File: config.mk
export PLATFORM = sky130hd
export DESIGN_NAME = video_timing_gen
export DESIGN_NICKNAME = d
export VERILOG_FILES = /design/src/rtl/video_timing_gen.sv
export SDC_FILE = /design/constraint.sdc
export NUM_CORES = 1
export LEC_CHECK = 0
export ABC_AREA = 1
export BUFFER_PORTS_ARGS = -buffer_cell sky130_fd_sc_hd__buf_2
export CORE_MARGIN = 5
export CORE_UTILIZATION = 58
export CTS_CLUSTER_DIAMETER = 30
export CTS_CLUSTER_SIZE = 20
export DETAILED_ROUTE_END_ITERATION = 7
export GPL_TIMING_DRIVEN = 0
export PLACE_DENSITY = 0.86
export SLEW_MARGIN = 5
export SYNTH_ARGS = -nofsm -noshare
export SYNTH_HDL_FRONTEND = slang
export SYNTH_SLANG_ARGS = --single-unit
File: constraint.sdc
create_clock -name MCLK -period 3.4 [get_ports MCLK]
set_input_delay 0.34 -clock MCLK [delete_from_list [all_inputs] [get_ports MCLK]]
set_output_delay 0.34 -clock MCLK [all_outputs]
set_load 0.02 [all_outputs]
File: src/rtl/video_timing_gen.sv
// video_timing_gen: raster timing generator with H/V counters, blanking,
// sync generation, blanked RGB, latched sync centring, a programmable line
// interrupt and a frame-start strobe.
// Optional feature macro: VTG_INTERLACE_EN (interlaced fields, FIELD output,
// extra blanked line and half-line vsync offset in the odd field).
// Timing advances only on MCLK edges where PCLK_EN is high; all registered
// outputs are derived from the pre-increment counters, so they lag HPOS/VPOS
// by one enabled pixel.
module video_timing_gen #(
    parameter int H_ACTIVE = 336,
    parameter int H_FP     = 16,
    parameter int H_SYNC   = 48,
    parameter int H_BP     = 54,
    parameter int V_ACTIVE = 240,
    parameter int V_FP     = 8,
    parameter int V_SYNC   = 11,
    parameter int V_BP     = 3,
    parameter bit HS_POL   = 1'b0,
    parameter bit VS_POL   = 1'b0,
    parameter int CW       = 8
) (
    input  logic          MCLK,
    input  logic          RESET,
    input  logic          PCLK_EN,
    input  logic [3:0]    H_ADJ,
    input  logic [3:0]    V_ADJ,
    input  logic [8:0]    IRQ_LINE,
    input  logic          IRQ_ACK,
    input  logic [CW-1:0] iRGB,
    output logic [8:0]    HPOS,
    output logic [8:0]    VPOS,
    output logic [CW-1:0] oRGB,
    output logic          HBLK,
    output logic          VBLK,
    output logic          HSYN,
    output logic          VSYN,
    output logic          VIRQ,
    output logic          FSTART,
    output logic          FIELD
);

    localparam int H_TOTAL = H_ACTIVE + H_FP + H_SYNC + H_BP;
    localparam int V_TOTAL = V_ACTIVE + V_FP + V_SYNC + V_BP;
    localparam int HS_BASE = H_ACTIVE + H_FP;
    localparam int VS_BASE = V_ACTIVE + V_FP;

    logic [8:0]    r_hcnt;
    logic [8:0]    r_vcnt;
    logic [3:0]    r_ha;
    logic [3:0]    r_va;
    logic          r_hblk;
    logic          r_vblk;
    logic          r_hsyn;
    logic          r_vsyn;
    logic [CW-1:0] r_rgb;
    logic          r_virq;
    logic          r_fstart;

    logic          w_h_last;
    logic          w_v_last;
    logic          w_frame_wrap;
    logic [11:0]   w_hcnt_x;
    logic [11:0]   w_vcnt_x;
    logic [11:0]   w_hs_start;
    logic [11:0]   w_hs_end;
    logic [11:0]   w_vs_start;
    logic [11:0]   w_vs_end;
    logic          w_hs_act;
    logic          w_vs_act;
    logic          w_irq_hit;

    assign w_h_last     = (r_hcnt == 9'(H_TOTAL - 1));
    assign w_frame_wrap = w_h_last && w_v_last;
    assign w_hcnt_x     = {3'b000, r_hcnt};
    assign w_vcnt_x     = {3'b000, r_vcnt};

    // Sync windows use the adjust values latched at the last frame wrap, so a
    // mid-frame change of H_ADJ/V_ADJ only takes effect in the next frame.
    assign w_hs_start = 12'(HS_BASE) + {{8{r_ha[3]}}, r_ha};
    assign w_hs_end   = w_hs_start + 12'(H_SYNC);
    assign w_vs_start = 12'(VS_BASE) + {{8{r_va[3]}}, r_va};
    assign w_vs_end   = w_vs_start + 12'(V_SYNC);
    assign w_hs_act   = (w_hcnt_x >= w_hs_start) && (w_hcnt_x < w_hs_end);

    // Lines at or beyond V_TOTAL never raise the interrupt, even if the odd
    // interlaced field briefly counts one line past V_TOTAL-1.
    assign w_irq_hit = (r_hcnt == 9'd0) && (r_vcnt == IRQ_LINE) &&
                       (IRQ_LINE < 9'(V_TOTAL));

`ifdef VTG_INTERLACE_EN
    localparam int H_HALF = H_TOTAL / 2;

    logic r_field;
    logic w_vs_even;
    logic w_vs_odd;

    // The odd field carries one extra (blanked) line at the end of the frame.
    assign w_v_last  = r_field ? (r_vcnt == 9'(V_TOTAL)) : (r_vcnt == 9'(V_TOTAL - 1));
    assign w_vs_even = (w_vcnt_x >= w_vs_start) && (w_vcnt_x < w_vs_end);
    // Odd field: the whole vsync window is shifted by half a line.
    assign w_vs_odd  = ((w_vcnt_x > w_vs_start) ||
                        ((w_vcnt_x == w_vs_start) && (r_hcnt >= 9'(H_HALF)))) &&
                       ((w_vcnt_x < w_vs_end) ||
                        ((w_vcnt_x == w_vs_end) && (r_hcnt < 9'(H_HALF))));
    assign w_vs_act  = r_field ? w_vs_odd : w_vs_even;
    assign FIELD     = r_field;

    // Field flag toggles at every frame wrap.
    always_ff @(posedge MCLK) begin
        if (RESET) begin
            r_field <= 1'b0;
        end else if (PCLK_EN && w_frame_wrap) begin
            r_field <= ~r_field;
        end
    end
`else
    assign w_v_last = (r_vcnt == 9'(V_TOTAL - 1));
    assign w_vs_act = (w_vcnt_x >= w_vs_start) && (w_vcnt_x < w_vs_end);
    assign FIELD    = 1'b0;
`endif

    // Horizontal and vertical pixel counters.
    always_ff @(posedge MCLK) begin
        if (RESET) begin
            r_hcnt <= '0;
            r_vcnt <= '0;
        end else if (PCLK_EN) begin
            if (w_h_last) begin
                r_hcnt <= '0;
                r_vcnt <= w_v_last ? 9'd0 : r_vcnt + 9'd1;
            end else begin
                r_hcnt <= r_hcnt + 9'd1;
            end
        end
    end

    // Sync-centring adjust is captured only when the frame wraps to (0,0).
    always_ff @(posedge MCLK) begin
        if (RESET) begin
            r_ha <= '0;
            r_va <= '0;
        end else if (PCLK_EN && w_frame_wrap) begin
            r_ha <= H_ADJ;
            r_va <= V_ADJ;
        end
    end

    // Blanking, syncs and blanked pixel, registered from the current counters.
    always_ff @(posedge MCLK) begin
        if (RESET) begin
            r_hblk <= 1'b1;
            r_vblk <= 1'b1;
            r_hsyn <= ~HS_POL;
            r_vsyn <= ~VS_POL;
            r_rgb  <= '0;
        end else if (PCLK_EN) begin
            r_hblk <= (r_hcnt >= 9'(H_ACTIVE));
            r_vblk <= (r_vcnt >= 9'(V_ACTIVE));
            r_hsyn <= w_hs_act ? HS_POL : ~HS_POL;
            r_vsyn <= w_vs_act ? VS_POL : ~VS_POL;
            r_rgb  <= ((r_hcnt >= 9'(H_ACTIVE)) || (r_vcnt >= 9'(V_ACTIVE))) ? '0 : iRGB;
        end
    end

    // Line interrupt: set on the first pixel of IRQ_LINE, a set beats an ack.
    always_ff @(posedge MCLK) begin
        if (RESET) begin
            r_virq <= 1'b0;
        end else if (PCLK_EN && w_irq_hit) begin
            r_virq <= 1'b1;
        end else if (IRQ_ACK) begin
            r_virq <= 1'b0;
        end
    end

    // Frame-start strobe: one MCLK wide, on the edge that wraps to (0,0).
    always_ff @(posedge MCLK) begin
        if (RESET) begin
            r_fstart <= 1'b0;
        end else begin
            r_fstart <= PCLK_EN && w_frame_wrap;
        end
    end

    assign HPOS   = r_hcnt;
    assign VPOS   = r_vcnt;
    assign oRGB   = r_rgb;
    assign HBLK   = r_hblk;
    assign VBLK   = r_vblk;
    assign HSYN   = r_hsyn;
    assign VSYN   = r_vsyn;
    assign VIRQ   = r_virq;
    assign FSTART = r_fstart;

endmodule
* Word level (Yosys, flattened, before mapping)
Cells that the tools add are included.
** Cells by class
- Add/sub/neg operators :: 6
- $mul :: 0
- Div/mod/pow operators :: 0
- $lt $le $gt $ge :: 7
- Equality and inequality tests :: 3
- Shift-type cells :: 0
- Muxes and demuxes :: 7
- Bitwise logic cells :: 0
- Reduce and logical (&&, ||, !) cells :: 11
** Operator list (number)
- greater-or-equal comparator 9 x 12 -> 1 bit :: 2
- < comparator 9 x 12 -> 1 bit :: 2
- adder 9 x 1 -> 9 bit, second input constant :: 2
- equality test 9 bit, second input constant :: 2
- two-way mux 9 bit :: 2
- adder 11 x 7 -> 12 bit, second input constant :: 1
- adder 10 x 4 -> 11 bit, first input constant :: 1
- adder 10 x 5 -> 11 bit, second input constant :: 1
- adder 9 x 4 -> 10 bit, first input constant :: 1
- equality test 9 bit :: 1
- greater-or-equal comparator 9 x 8 -> 1 bit, second input constant :: 1
- greater-or-equal comparator 9 bit, second input constant :: 1
- zero test 9 bit :: 1
- < comparator 9 bit, second input constant :: 1
- two-way mux 8 bit :: 1
- logical AND 1 bit :: 7
- two-way mux 1 bit :: 4
- AND reduction 2 bit :: 1
- nonzero test 2 bit :: 1
- logical OR 1 bit :: 1
** Storage, ports and cells
- Register bits after elaboration :: 40
- Latch bits :: 0
- Bits in writable memories :: 0
- Memory bits (read-only) :: 0
- Input bits :: 29
- Output and inout bits :: 33
- Word-level logic and storage cells :: 45
- Memories :: 0

* Depth between registers and ports, before layout
Gate-level depths: netlist of run 1.
- Word-level depth :: 5
- Gate-level depth with buffers :: 14
- Mapped depth without buffers :: 14

* Worst setup path before layout of run 1
Ideal clock, no wire load.
- Path kind :: reg2reg
- Start :: register r_va[0]
- End :: register r_vsyn (netlist: VSYN)
- Library setup time :: 0.115 ns
- Arrival :: 1.638 ns
- Required time :: 3.285 ns
- Path slack :: 1.648 ns
- Cell stages (with the launch flop) :: 15
- Buffers on the path :: 0
- Period minus slack after synthesis :: 1.752 ns
- Cell sequence :: dfxtp_1 -> inv_1 -> ha_1 -> o21ai_0 -> ha_1 -> nand2_1 -> inv_1 -> nand2_1 -> nand2_1 -> nand2_1 -> nand2_1 -> nor2_1 -> nand2_1 -> nand2_1 -> nand2_1
** On the way
- Word-level cells in the longest chain between the ends :: 5
- Elaborated cells on any way between the ends :: 6
- Those cells by class :: 2 x add/sub; 2 x order compare; 1 x mux; 1 x reduce/logical
** RTL lines
- start, declared :: line 50 : logic [3:0] r_va;
- start signal, assigned :: line 141 : r_va <= '0;
- start signal, assigned :: line 144 : r_va <= V_ADJ;
- adder 9 x 4 -> 10 bit * :: line 81 : assign w_vs_start = 12'(VS_BASE) + {{8{r_va[3]}}, r_va};
- adder 10 x 5 -> 11 bit :: line 82 : assign w_vs_end = w_vs_start + 12'(V_SYNC);
- < comparator 9 x 12 -> 1 bit :: line 118 : assign w_vs_act = (w_vcnt_x >= w_vs_start) && (w_vcnt_x < w_vs_end);
- logical AND 1 bit * :: line 118
- two-way mux 1 bit * :: line 160 : r_vsyn <= w_vs_act ? VS_POL : ~VS_POL;
- end signal, assigned :: line 154 : r_vsyn <= ~VS_POL;
- end signal, assigned :: line 160
- end, declared :: line 54 : logic r_vsyn;
Mark *: on every way between the ends. The rest lies on a longest branch, timed or not.
A chain may end at the register's enable or synchronous reset.

* Worst setup path after layout of run 1
Same ends and word-level chain as after synthesis.

==> run summary, run 1 <==
The number of antenna violations at the first check in global routing came out at 0. The adder-cell share of the synthesized area is 0.132. STA classifies the critical path endpoint as a flip-flop. The count of nets after finishing came out at 531. After detailed placement, the total cell area comes to 3020 µm². The effective utilization at floorplan came out at 0.602.

STA classifies the critical path startpoint as a flip-flop. The sum of overflow across all layers after global routing came out at 0. The register clock-pin slew on the reported worst setup and hold paths came out at 80 ps.

The detailed-route wire length came out at 6.47 mm. The leakage power total came out at 1.66 nW. The post-synthesis compound-gate area fraction came out at 0.0956. The insertion delay of the later-clocked pin in the worst-skew pair is 300 ps.

The tightest min-delay check is of the in2reg type. The number of routed nets with antenna violations is 0. The total number of clock tree sinks is 40. The post-synthesis net count came out at 465. Across the run, the number of max-cap violations was 0.

The fraction of final layout cells with drive strength greater than 1 is 0.179. The final setup violation count is 0. The pin count of the biggest net entering global routing came out at 15.

The synthesized area per cell came out at 6.51 µm². Dividing the detail-routed via count by the number of cells gives 5.19. The critical path class is reg2reg.

The number of instances in the synthesized netlist came out at 408. The final design instance area without fill is 3130 µm². By area, the combinational part of the netlist is dominated by simple AND/OR/NAND/NOR gates. The simple-gate portion of the synthesized area came out at 0.359.

The area of the core region is 4410 µm². The clock tree synthesis step divided the H-tree into 2 levels. In the global route stage, overall resource usage came out at 0.218. The worst-case setup margin in the final layout came out at 1320 ps.

The tightest hold path in the finished design has a slack of 222 ps. Setup slack on the worst reg-to-reg path comes out at 1320 ps. The flip-flop and latch count after synthesis is 40. The CTS buffer count is 5. The number of buffer cells added on primary ports came out at 59. The total iterations of the first detailed-routing run came out at 4. The setup slack after placement is 1360 ps. The count of synthesis-stage warnings from yosys is 0.

The worst vdd rail ir drop is 0.000364 V. The largest fanout on the critical path came out at 4. The final period utilization came out at 0.612. The worst pin sits at a relative slew slack of 0.583. In this run the horizontal extent of the chip is 77.7 µm. For the worst setup path, the data arrival time is 2280 ps.

The number of buffers on the longest clock path is 2. The number of global-route vias before repair was 2585. The number of endpoints with negative hold slack in the final report is 0. The number of vias in the routed layout came out at 2734. The total instance count after detailed placement is 519. In the routed design, unresolved DRC markers number 0. The power per cell area is 318 nW/µm². The half-perimeter wire length after detailed placement came out at 4.91 mm. Setup repair after global routing left no endpoint under its margin. The proportion of synthesized area in mux cells came out at 0. The summed instance area of the synthesized netlist came out at 2660 µm². CTS placed an instance of clkbuf_8 at the clock tree root. The post-synthesis share of cell area spent on xor and xnor gates came out at 0.0132. At the worst endpoint, the required time is 3600 ps. The minimum clock period is 2080 ps. The number of DRC markers in iteration 0 came out at 247. The share of the yosys chip area belonging to registers came out at 0.301. The antenna diode instance count is 0. The run finished with clean final reports.

The final-report max-slew violation count is 0. The post-detailed-route wirelength per cell is 12.3 µm. The number of hold-repair buffers added at the cts stage is 0.

The routability congestion estimate from global placement is 0.860. For the pin with the worst max-slew slack, the measured transition is 623 ps. The die footprint is 6040 µm².

The signed area change from the synthesized netlist to the final layout came out at 17.9%. The number of gates resized after cts came out at 0. The highest achievable clock rate came out at 481 MHz. The I/O pin count is 62. The filler-free cell count of the finished design came out at 527. TritonCTS built the clock tree. The number of library cell types mapped by synthesis is 32. The number of placement rows is 24. The die is 77.7 µm tall. The setup TNS after final layout came out at 0 ps. Between clock sinks in the finished design, the worst skew comes to 5.33 ps.

Buffers added to address setup during post-CTS repair amount to 0. The wire length of the first global-routing pass is 11.2 mm.
## final timing paths
check | from | to | cells after the start
hold reg to reg | r_ha[1] | r_ha[1] | 2
hold / removal | H_ADJ[0] | r_ha[0] | 3
setup / recovery | r_va[0] | VSYN | 14
setup reg to reg | r_va[0] | VSYN | 14
## cell type report
type                       instances  area [µm²]
multi-input combinational        304        1600
inverter                          55         209
sequential                        40         801
fill                             361        1280
timing repair buffer              59         295
buffer                             9        51.3
clock inverter                     3        46.3
tap                               52        65.1
clock buffer                       5        68.8
## placed cells by master (no fill, tap or decap), types with 2 or more instances in the layout
| cell type | n |
|---|---|
| buf_2 | 61 |
| inv_1 | 51 |
| nor3_1 | 4 |
| xor2_1 | 4 |
| o21ai_0 | 21 |
| nand2_1 | 129 |
| nor2_1 | 46 |
| clkbuf_8 | 5 |
| a21oi_1 | 27 |
| inv_2 | 3 |
| ha_1 | 28 |
| dfxtp_1 | 40 |
| nand3_1 | 25 |
| clkbuf_1 | 3 |
| buf_4 | 2 |
| nand4_1 | 6 |
## registers in the layout, indices dropped and copies added, names as in the netlist, 4 cells and up
signal and count:
r_va 4, r_ha 4, oRGB 8, VPOS 9, HPOS 9
## critical path: stages (launching register included)
cell,delay (ps)
dfxtp_1,370
inv_1,80
ha_1,220
o21ai_0,390
ha_1,310
nand2_1,70
inv_1,40
nand2_1,50
nand2_1,50
nand2_1,60
nand2_1,50
nor2_1,90
nand2_1,80
nand2_1,60
nand2_1,50
## synthesized netlist by cell type
master,number,area [µm²]
xor2_1,4,35.0
o22ai_1,1,6.26
a211oi_1,1,7.51
nand2_4,1,11.3
nor2_1,46,173
nand3_2,1,10.0
or2_2,1,6.26
nand3b_1,1,7.51
a21oi_1,27,135
nand2_1,129,484
nand2_2,1,6.26
dfxtp_1,40,801
inv_2,3,11.3
buf_6,1,11.3
clkbuf_1,3,11.3
buf_1,1,3.75
nand4_1,6,37.5
buf_2,2,10.0
inv_1,51,191
nor3_4,1,16.3
nor3_2,1,10.0
nor2_8,1,20.0
nor3b_1,1,7.51
nor3_1,4,20.0
nand4_2,1,12.5
o21ai_0,21,105
nand3_1,25,125
buf_4,2,15.0
nor2_2,1,6.26
conb_1,1,3.75
inv_4,1,6.26
ha_1,28,350
## per-layer routing
layer  track usage  vias up  wire, µm
li1              -     1426         -
met1         0.286     1194      2890
met2         0.353      104      2910
met3        0.0567       10       584
met4        0.0584        0        90
met5             0        -         0
## power by group
group / total (mW) / switching (mW) / internal (mW)
Combinational: 0.106 / 0.0653 / 0.0403
Clock: 0.404 / 0.183 / 0.221
Sequential: 0.488 / 0.00833 / 0.480
Total: 0.998 / 0.256 / 0.741
## kinds of logic after synthesis
kind of cell | after synthesis
other | 1
AND/OR/NAND/NOR | 221
flip-flops | 40
XOR/XNOR | 4
AO/OA/AOI/OAI | 50
buffers and inverters | 64
adder cells (fa/ha/maj) | 28
## metrics by stage
stage	total power, mW	utilization
2_1_floorplan	0.561	-
3_3_place_gp	0.600	0.684
3_5_place_dp	0.604	0.684
4_1_cts	0.997	0.710
5_1_grt	1.03	0.710
6_report	0.998	0.710
No activity file was read; power rests on OpenSTA's default activity.
==> inputs of run 2 (changes only) <==
--- a/config.mk
+++ b/config.mk
@@ -8,12 +8,12 @@
 export ABC_AREA = 1
 export BUFFER_PORTS_ARGS = -buffer_cell sky130_fd_sc_hd__buf_2
 export CORE_MARGIN = 5
-export CORE_UTILIZATION = 58
+export CORE_UTILIZATION = 49
 export CTS_CLUSTER_DIAMETER = 30
 export CTS_CLUSTER_SIZE = 20
 export DETAILED_ROUTE_END_ITERATION = 7
 export GPL_TIMING_DRIVEN = 0
-export PLACE_DENSITY = 0.86
+export PLACE_DENSITY = 0.78
 export SLEW_MARGIN = 5
 export SYNTH_ARGS = -nofsm -noshare
 export SYNTH_HDL_FRONTEND = slang
==> constraint.sdc (replaced) <==
create_clock -name MCLK -period 1.8 [get_ports MCLK]
set_input_delay 0.18 -clock MCLK [delete_from_list [all_inputs] [get_ports MCLK]]
set_output_delay 0.18 -clock MCLK [all_outputs]
set_load 0.02 [all_outputs]
==> run 2 against run 1 <==
Effect of this change:
- clock power up 50%
- final area up 3.5%
- hold slack worse by 160 ps
- routed wire length up 1.4%
- register-to-register slack worse by 1300 ps
- clock skew up 5.3 ps
- largest cell class unchanged
- setup slack worse by 1300 ps
- critical path depth down 1
- die area up 16%
==> run summary, run 2 (synthesis results as in run 1) <==
The leakage power total came out at 1.66 nW (-0.13%). The number of DRC markers in iteration 0 is 204 (-17%). The cell area after placement came to 3040 µm² (+0.75%). The wire length of the first global-routing pass is 11.0 mm (-1.8%). The number of vias in the routed layout came out at 2713 (-0.77%).

The critical path ends at VSYN. The total iterations of the first detailed-routing run came to 5 (+1). The all-layer global routing usage came out at 0.186 (-0.0318). The final period utilization came out at 0.985 (+0.373). The number of hold-repair buffers added at the cts stage is 0 (unchanged). The overall die height is 83.6 µm (+7.7%).

The total instance count after detailed placement is 537 (+3.5%). The fraction of the core area covered by cells at the end of the flow is 0.627 (-0.0830). The total number of clock tree sinks came out at 40 (unchanged).

The slack of the worst reg-to-reg path came to 30 ps (-1290 ps). The post-detailed-route wirelength per cell is 12.0 µm (-2.3%). The number of buffer cells added on primary ports came out at 59 (unchanged). The power per cell area is 532 nW/µm² (+67%). The max-cap check violation count is 0 (unchanged). The critical path launch point is r_va[0]. The cell that appears most often on the critical path is nand2_1.

The final design instance area without fill came out at 3240 µm² (+3.5%). The fraction of final layout cells with drive strength greater than 1 came out at 0.214 (+0.0349). The number of placement rows is 26 (+8.3%). The count of nets after finishing is 533 (+0.38%).

The number of buffers on the longest clock path is 2 (unchanged). The CTS H-tree depth came out at 2 (unchanged). The flow ran to the end, and the final reports show no timing, DRC or antenna violations. The CTS buffer count is 5 (unchanged). The detailed-route wire length is 6.56 mm (+1.4%). The final worst hold slack came out at 66.5 ps (-155 ps). The worst-case clock skew is 10.7 ps (+5.35 ps). Setup repair after global routing could not meet its margin everywhere. The final-report max-slew violation count was 0 (unchanged). The number of antenna violations at the first check in global routing is 0 (unchanged). The detailed-route DRC error count was 0 (unchanged).

The worst vdd rail ir drop was 0.000570 V (+57%). The number of global-route vias before repair is 2467 (-4.6%). The top cell types in the final layout, fill and taps aside, are 127 x nand2_1, 61 x buf_2, 48 x inv_1. The number of cells traversed by the worst register-to-register path came to 13 (-1). TritonCTS built the clock tree.

The largest fanout on the critical path is 4 (unchanged). The number of endpoints with negative hold slack in the final report is 0 (unchanged). The relative slew slack was 0.639 (+0.0562). The area of the core region came to 5170 µm² (+17%).

The half-perimeter wire length after detailed placement came to 5.08 mm (+3.3%). The tree is rooted in a clkbuf_8. The average via count per standard cell is 4.96 (-4.4%). The data arrival time of the critical path came out at 2020 ps (-260 ps).

The effective utilization at floorplan was 0.514 (-0.0883). The routability congestion estimate from global placement is 0.876 (+1.8%). The sum of overflow across all layers after global routing is 0 (unchanged). The startpoint kind of the worst setup timing path is a flip-flop. The standard cell with the maximum stage delay on the critical path is dfxtp_4. The most common cell after layout, fill and taps aside is nand2_1. The highest achievable clock rate is 564 MHz (+17%). The peak per-stage delay on the critical path came to 380 ps (about the same). The signal on the critical path passes through inv_2 -> ha_4 -> o21ai_4 -> inv_2 -> ha_4 -> nand2_1 -> nor2_1 -> nand2_1 -> a21oi_2 -> nor2_1 -> nand2_1 -> nand2_1 -> nand2_1.

The horizontal extent of the die is 83.6 µm (+7.7%). The I/O pin count was 62 (unchanged). By startpoint and endpoint, the worst setup path is classified as reg2reg. The register clock-pin slew on the reported worst setup and hold paths came out at 80 ps (about the same). The pin count of the biggest net entering global routing is 14 (-1). The final setup violation count came out at 0 (unchanged). The minimum clock period came out at 1770 ps (-307 ps). The slew at the pin closest to its max-slew limit is 542 ps (-81.9 ps). The worst register-to-register path ends at VSYN. The filler-free cell count of the finished design came out at 547 (+3.8%).

The startpoint of the worst register-to-register path is r_va[0]. The insertion delay of the later-clocked pin in the worst-skew pair is 300 ps (about the same). The die footprint is 7000 µm² (+16%). The signed area change from the synthesized netlist to the final layout came out at 22.0%. The critical path required time came to 2040 ps (-1560 ps). The endpoint class of the critical path is a flip-flop. The number of routed nets with antenna violations was 0 (unchanged). The antenna diode instance count came out at 0 (unchanged).

The total power after layout came out at 1.72 mW (+73%). The worst hold path belongs to the class in2reg.
==> run 2: repair_timing <==
| action | CTS | global route |
|---|---|---|
| hold endpoints to repair | 0 | 0 |
| pin swaps | 1 | 3 |
| gates resized for setup | 6 | 18 |
| setup buffers | 1 | 1 |
| endpoints found under the setup margin | 9 | 12 |
==> run 2: worst min-delay path by stage <==
stage	from	endpoint	slack, ps	cells after the start
floorplan	RESET	FSTART	260	1
global placement	V_ADJ[3]	r_va[3]	370	3
detailed placement	H_ADJ[2]	r_ha[2]	370	3
CTS	H_ADJ[2]	r_ha[2]	60	3
global route	H_ADJ[2]	r_ha[2]	60	3
finish	H_ADJ[1]	r_ha[1]	70	3
==> run 2: metal layers <==
layer,up-vias,global-route usage,part of all wire
li1,1429,-,-
met1,1176,0.233,0.45
met2,93,0.296,0.43
met3,15,0.0533,0.085
met4,0,0.0804,0.029
met5,-,0,0
==> run 2: worst max-delay path, delay by kind of cell (launching register included) <==
| kind | cells | cell delay, ps |
|---|---|---|
| compound gates | 2 | 300 |
| flops | 1 | 380 |
| fa+ha+maj | 2 | 430 |
| simple gates | 7 | 480 |
| buf+inv | 2 | 130 |
==> run 2: stage by stage <==
step                      setup TNS [ps]  setup WS (ps)
after floorplan                        0           47.5
after global placement              -256           -231
after detailed placement            -404           -289
after CTS                              0           11.5
after global routing                -104           -104
final                                  0           26.4
==> run 2: where the power goes <==
part / internal [mW] / switching, mW / total, mW
Sequential: 0.903 / 0.0151 / 0.919
Combinational: 0.0773 / 0.125 / 0.202
Clock: 0.276 / 0.328 / 0.604
==> run 2: cell type report <==
type,instances,area [µm²]
fillers,481,1930
flip-flops and latches,40,810
multi-input cells,304,1690
well taps,70,87.6
clock buffers,6,72.6
plain buffers,9,51.3
repair buffers,61,310
inverters,55,209
clock inverters,2,16.3
